## src/rtl/usb_rx_packet.sv

```systemverilog
// usb_rx_packet: decodes link bytes into USB packets; CRC checking built only with USB_RX_CRC_CHECK_EN
module usb_rx_packet #(
  parameter int MAX_PAYLOAD = 64
) (
  input  logic        CLK_60M,
  input  logic        NRST_A_USB,
  input  logic [7:0]  RX_DATA,
  input  logic        RX_STRB,
  input  logic        RX_END,
  input  logic        RX_FAIL,
  output logic [3:0]  PKT_PID,
  output logic        PKT_VALID,
  output logic        PKT_ERR,
  output logic [2:0]  ERR_CODE,
  output logic [6:0]  TOK_ADDR,
  output logic [3:0]  TOK_ENDP,
  output logic [10:0] FRAME_NUM,
  output logic [7:0]  DATA_O,
  output logic        DATA_STRB,
  output logic [9:0]  DATA_LEN
);
  typedef enum logic [2:0] {IDLE, TOKEN, DATA, HSK, DISCARD, REPORT} state_t;
  localparam logic [10:0] LIM = 11'(MAX_PAYLOAD + 1);
  state_t state, nxt, s1;
  logic [2:0] pend, pend_nxt, err_fin;
  logic [10:0] cnt, n;
  logic [15:0] tok;
  logic [7:0] hold0, hold1;
  logic [3:0] pid;
  logic strb, fin, fail, pid_ok, emit, crc_bad, active;
  // a link fail masks any byte or end arriving in the same cycle
  assign fail = RX_FAIL;
  assign strb = RX_STRB & ~RX_FAIL;
  assign fin = RX_END & ~RX_FAIL;
  assign pid_ok = RX_DATA[7:4] == ~RX_DATA[3:0];
  assign n = cnt + {10'd0, strb};
  assign active = state != IDLE && state != REPORT;
  always_ff @(posedge CLK_60M or negedge NRST_A_USB)
    if (!NRST_A_USB) begin
      state <= IDLE;
      pend <= 3'd0;
    end else begin
      state <= nxt;
      pend <= pend_nxt;
    end
  always_comb begin
    nxt = state;
    pend_nxt = pend;
    s1 = (!pid_ok || RX_DATA[1:0] == 2'b00) ? DISCARD :
         RX_DATA[1:0] == 2'b01 ? TOKEN : RX_DATA[1:0] == 2'b11 ? DATA : HSK;
    if (fail && active) begin
      nxt = REPORT;
      pend_nxt = 3'd4;
    end else begin
      case (state)
        IDLE: if (strb) begin
          nxt = fin ? REPORT : s1;
          pend_nxt = !pid_ok ? 3'd1 :
                     (RX_DATA[1:0] == 2'b00 || (fin && (s1 == TOKEN || s1 == DATA))) ? 3'd3 : 3'd0;
        end
        TOKEN: if (fin) begin
          nxt = REPORT;
          pend_nxt = n == 11'd2 ? 3'd0 : 3'd3;
        end else if (strb && cnt == 11'd2) begin
          nxt = DISCARD;
          pend_nxt = 3'd3;
        end
        DATA: begin
          if (strb && cnt > LIM) begin
            nxt = DISCARD;
            pend_nxt = 3'd3;
          end
          if (fin) begin
            nxt = REPORT;
            if (n < 11'd2) pend_nxt = 3'd3;
          end
        end
        HSK: if (strb) begin
          nxt = fin ? REPORT : DISCARD;
          pend_nxt = 3'd3;
        end else if (fin) nxt = REPORT;
        DISCARD: if (fin) nxt = REPORT;
        default: nxt = IDLE;
      endcase
    end
  end
  always_comb begin
    emit = state == DATA && strb && cnt >= 11'd2 && cnt <= LIM;
    err_fin = pend != 3'd0 ? pend : crc_bad ? 3'd2 : 3'd0;
  end
`ifdef USB_RX_CRC_CHECK_EN
  logic [15:0] crc16;
  function automatic logic [15:0] crc16_byte(input logic [15:0] c, input logic [7:0] d);
    logic [15:0] r;
    r = c;
    for (int i = 0; i < 8; i++) r = {r[14:0], 1'b0} ^ ((r[15] ^ d[i]) ? 16'h8005 : 16'h0000);
    return r;
  endfunction
  function automatic logic [4:0] crc5(input logic [15:0] d);
    logic [4:0] r;
    r = 5'h1F;
    for (int i = 0; i < 16; i++) r = {r[3:0], 1'b0} ^ ((r[4] ^ d[i]) ? 5'h05 : 5'h00);
    return r;
  endfunction
  always_ff @(posedge CLK_60M or negedge NRST_A_USB)
    if (!NRST_A_USB) crc16 <= 16'hFFFF;
    else if (state == IDLE && strb) crc16 <= 16'hFFFF;
    else if (state == DATA && strb) crc16 <= crc16_byte(crc16, RX_DATA);
  assign crc_bad = pid[1:0] == 2'b01 ? crc5(tok) != 5'b01100 :
                   pid[1:0] == 2'b11 ? crc16 != 16'h800D : 1'b0;
`else
  logic unused_crc;
  assign unused_crc = ^tok[15:11];
  assign crc_bad = 1'b0;
`endif
  always_ff @(posedge CLK_60M or negedge NRST_A_USB)
    if (!NRST_A_USB) begin
      PKT_PID <= 4'd0;
      PKT_VALID <= 1'b0;
      PKT_ERR <= 1'b0;
      ERR_CODE <= 3'd0;
      TOK_ADDR <= 7'd0;
      TOK_ENDP <= 4'd0;
      FRAME_NUM <= 11'd0;
      DATA_O <= 8'd0;
      DATA_STRB <= 1'b0;
      DATA_LEN <= 10'd0;
      pid <= 4'd0;
      cnt <= 11'd0;
      tok <= 16'd0;
      hold0 <= 8'd0;
      hold1 <= 8'd0;
    end else begin
      PKT_VALID <= state == REPORT && err_fin == 3'd0;
      PKT_ERR <= state == REPORT && err_fin != 3'd0;
      DATA_STRB <= emit;
      if (emit) begin
        DATA_O <= hold0;
        DATA_LEN <= DATA_LEN + 10'd1;
      end
      if (state == IDLE && strb) begin
        pid <= RX_DATA[3:0];
        cnt <= 11'd0;
        DATA_LEN <= 10'd0;
      end
      // the last two bytes seen are always held back as a potential CRC
      if (strb && (state == TOKEN || state == DATA)) begin
        cnt <= n;
        tok <= {RX_DATA, tok[15:8]};
        hold0 <= hold1;
        hold1 <= RX_DATA;
      end
      if (state == REPORT) begin
        PKT_PID <= pid;
        ERR_CODE <= err_fin;
        if (pid[1:0] == 2'b01) begin
          TOK_ADDR <= tok[6:0];
          TOK_ENDP <= tok[10:7];
          FRAME_NUM <= tok[10:0];
        end
      end
    end
endmodule

```

## config.mk

```make
export PLATFORM = sky130hd
export DESIGN_NAME = usb_rx_packet
export DESIGN_NICKNAME = d
export VERILOG_FILES = /design/src/rtl/usb_rx_packet.sv
export SDC_FILE = /design/constraint.sdc
export NUM_CORES = 1
export LEC_CHECK = 0
export CORE_MARGIN = 2
export CORE_UTILIZATION = 53
export DETAILED_ROUTE_END_ITERATION = 16
export GPL_ROUTABILITY_DRIVEN = 0
export GPL_TIMING_DRIVEN = 1
export PLACE_DENSITY = 0.8
export SETUP_SLACK_MARGIN = 0.1
export SLEW_MARGIN = 20
export SYNTH_ARGS = -nofsm -noshare
export SYNTH_HDL_FRONTEND = slang
export SYNTH_SLANG_ARGS = --single-unit
```

## constraint.sdc

```tcl
create_clock -name CLK_60M -period 2.7 [get_ports CLK_60M]
set_input_delay 0.54 -clock CLK_60M [delete_from_list [all_inputs] [get_ports CLK_60M]]
set_output_delay 0.54 -clock CLK_60M [all_outputs]
set_load 0.005 [all_outputs]
```

==> results by group <==
Setup path
  – Worst Path Arrival: 2.70 ns
  – CP Max Fanout: 4
  – Critical setup path kind: in2reg
  – Startpoint Class: input pin
  – Critical Path Sink Type: flop
  – Reg2reg path depth: 7
  – Crit path required time: 2.99 ns

Synthesis
  – EDFF count, synth: 0
  – Synth Cell Area: 3746 sq um
  – Yosys warns: 0
  – Synth area leader: dfrtp_1
  – Count leader, synth: nand2_1
  – Main flop type after synthesis: dfrtp_1
  – Top cells by count, synth: 82 x nand2_1, 76 x dfrtp_1, 27 x mux2_2, 26 x nor2_1, 20 x clkbuf_1
  – Register area share after synthesis: 50.77%
  – Yosys reg bits: 76
  – Yosys top cell area share: approximately 51%
  – Synth Net Count: 398
  – Post-synth ARST share: between 90% and 100%
  – Mapped Cells: 382
  – Avg Synthesized Cell Area: around 10 sq um
  – Synth unique cells: 48
  – Top cells by area, synth: dfrtp_1 51%, nand2_1 8.2%, mux2_2 8.1%

CTS
  – Number of CTS-inserted buffers: 9
  – Clock slew at reported path FFs: approximately 0.08 ns
  – CTS Hold Bufs: 0
  – CTS root buffer: clkbuf_8
  – H-tree depth: 3
  – CTS tree: done
  – Clock Sinks: 76
  – CTS Buffer Depth: 2
  – Clk Latency, worst-skew pair: around 0.36 ns

Drt
  – Routed wire length: 8.469 mm
  – DR DRC count: 0
  – Via count: 3004
  – Routed len/inst: 15.60 um
  – DRT Pass-1 Iters: 4
  – Post-detailed-route count of antenna-violating nets: 0
  – Vias per cell: 5.532
  – DR iter-0 viols: 236

Cells and area
  – Multi-input gate area: 1689 sq um
  – Final Non-Filler Cells: around 540
  – Register area: 1902 sq um
  – Proportion of layout cells with a drive suffix above 1: 16.11%
  – Antenna cell count: 0
  – Layout area overhead: 25.55%
  – # nets final: 458
  – Filler cell count: 540

Timing
  – Final setup fails: 0
  – Skew final: 0.01168 ns
  – Final hold vios: 0
  – Slew @ Worst Pin: around 0.92 ns
  – Highest clock rate: 0.4147 GHz
  – Worst relative slew slack: 38.34%
  – Post-route clock period utilization: 89.31%
  – Min Tclk post-route: 2.411 ns
  – Setup TNS: 0 ns
  – RSZ-0062 raised after global routing: no
  – Max Slew Vio Count: 0

Power and ir drop
  – Maximum vdd ir drop: 0.3688 mV
  – PnR Total Power: around 3600 uW
  – Leak: ~0.0021 uW
  – Power per cell area: 760.1 nW/um^2

Floorplanning
  – Core ar.: 6832 sq um
  – Initial core utilization: a little over half
  – Die area: 7756 sq um
  – Die X: 88.07 um
  – Floorplan row count: 30
  – Die H: just under 90 um
  – I/O pins: 63

Global route
  – Pin count of the biggest net entering global routing: 77
  – Gr ovfl total: 0
  – Vias in the first global route: 2823
  – Met3 GRT Util: 5.184%
  – Met2 Track Usage GR: between 30% and 40%
  – Initial antenna violation count: 0
  – First-pass GRT wire length: 13.52 mm
  – Met1 Track Usage GR: between 30% and 40%
  – All-Layer GR Usage: 22.84%
  – GR peak layer: met2

Status
  – Status: complete, no violations

Flow run
  – Maxcap violations: 0

Min path
  – Worst Hold Class: in2async

Placement
  – Dpl hpwl: between 5 and 6 mm
  – Number of buffers added on ports: 62
  – DP Cell Count: 527
what timing repair did:
action                                  in CTS  in global routing
resized for setup                            0                  5
endpoints found under the setup margin       0                  4
buffers inserted                             0                  0
where the power goes:
group	switching, uW	internal (uW)
Clock	428	433
Sequential	188	1410
Combinational	498	623
sequential cells by signal, indices dropped and copies added, names as in the netlist, 4 cells and up:
| register | count |
|---|---|
| DATA_LEN | 10 |
| TOK_ENDP | 4 |
| TOK_ADDR | 6 |
| DATA_O | 8 |
| pid | 4 |
| PKT_PID | 4 |
| tok | 16 |
| cnt | 11 |
critical path, stage by stage:
cell	delay, ns
clkdlybuf4s50_1	0.46
nand2b_1	0.12
inv_1	0.07
ha_2	0.21
and3_1	0.19
or4_1	0.41
a22oi_2	0.19
nand4b_1	0.14
a21oi_2	0.19
a32o_1	0.18
placed cells by master (no fill, tap or decap), types with 3 or more instances in the layout:
cell type,instances
nand2_1,82
dfrtp_1,76
clkdlybuf4s50_1,61
mux2_2,27
nor2_1,26
buf_4,21
o21ai_0,17
nand3_1,12
a21oi_1,9
clkbuf_8,9
xor2_1,8
nand4_1,8
xnor2_1,8
nor3_1,6
nor2b_1,5
and3_1,5
o211ai_1,5
nand2b_1,4
or4_1,4
inv_1,3
path summary, 6_finish.rpt:
path / from / to / slack [ns]
max in group asynchronous: NRST_A_USB / cnt[4] / 1.78
worst min-delay path: NRST_A_USB / PKT_VALID / 0.31
min in group CLK_60M: pid[3] / pid[3] / 0.47
worst max-delay path: RX_FAIL / pend[0] / 0.29
worst max register to register: cnt[2] / DATA_LEN[5] / 0.36
worst min register to register: pid[3] / pid[3] / 0.47
layer usage:
layer  vias up  routed length [um]
met2        86                4300
met5         -                   0
li1       1440                   -
met1      1463                3644
met4         0                 148
met3        15                 375
per-stage QoR:
stage	hold WS (ns)	util [%]	worst slack, ns	cell area, sq um
detailed placement	0.4577	65.68	-0.2338	4487
global route	0.3929	68.85	0.1171	4703
floorplan	0.2444	-	0.2737	3746
global placement	0.4504	65.68	-0.1178	4487
CTS	0.3511	68.50	0.1272	4679
finish	0.3118	68.85	0.2887	4703
cell type report:
cell class / instances / share of cell area (%)
clock buffers: 11 / 2.793
clock inverters: 5 / 1.304
inverters: 3 / 0.2394
well taps: 96 / 2.554
repair buffers: 83 / 16.76
flip-flops and latches: 76 / 40.44
multi-input cells: 269 / 35.91
logic make-up after synthesis:
family	count (synthesis)	share of synthesized area (%)
adder cells (fa/ha/maj)	4	1.269
AO/OA/AOI/OAI	54	9.285
multiplexers	28	8.383
XOR/XNOR	16	3.741
AND/OR/NAND/NOR	167	21.64
flip-flops	76	50.77
buffers and inverters	37	4.910
No activity file was read; power rests on OpenSTA's default activity.
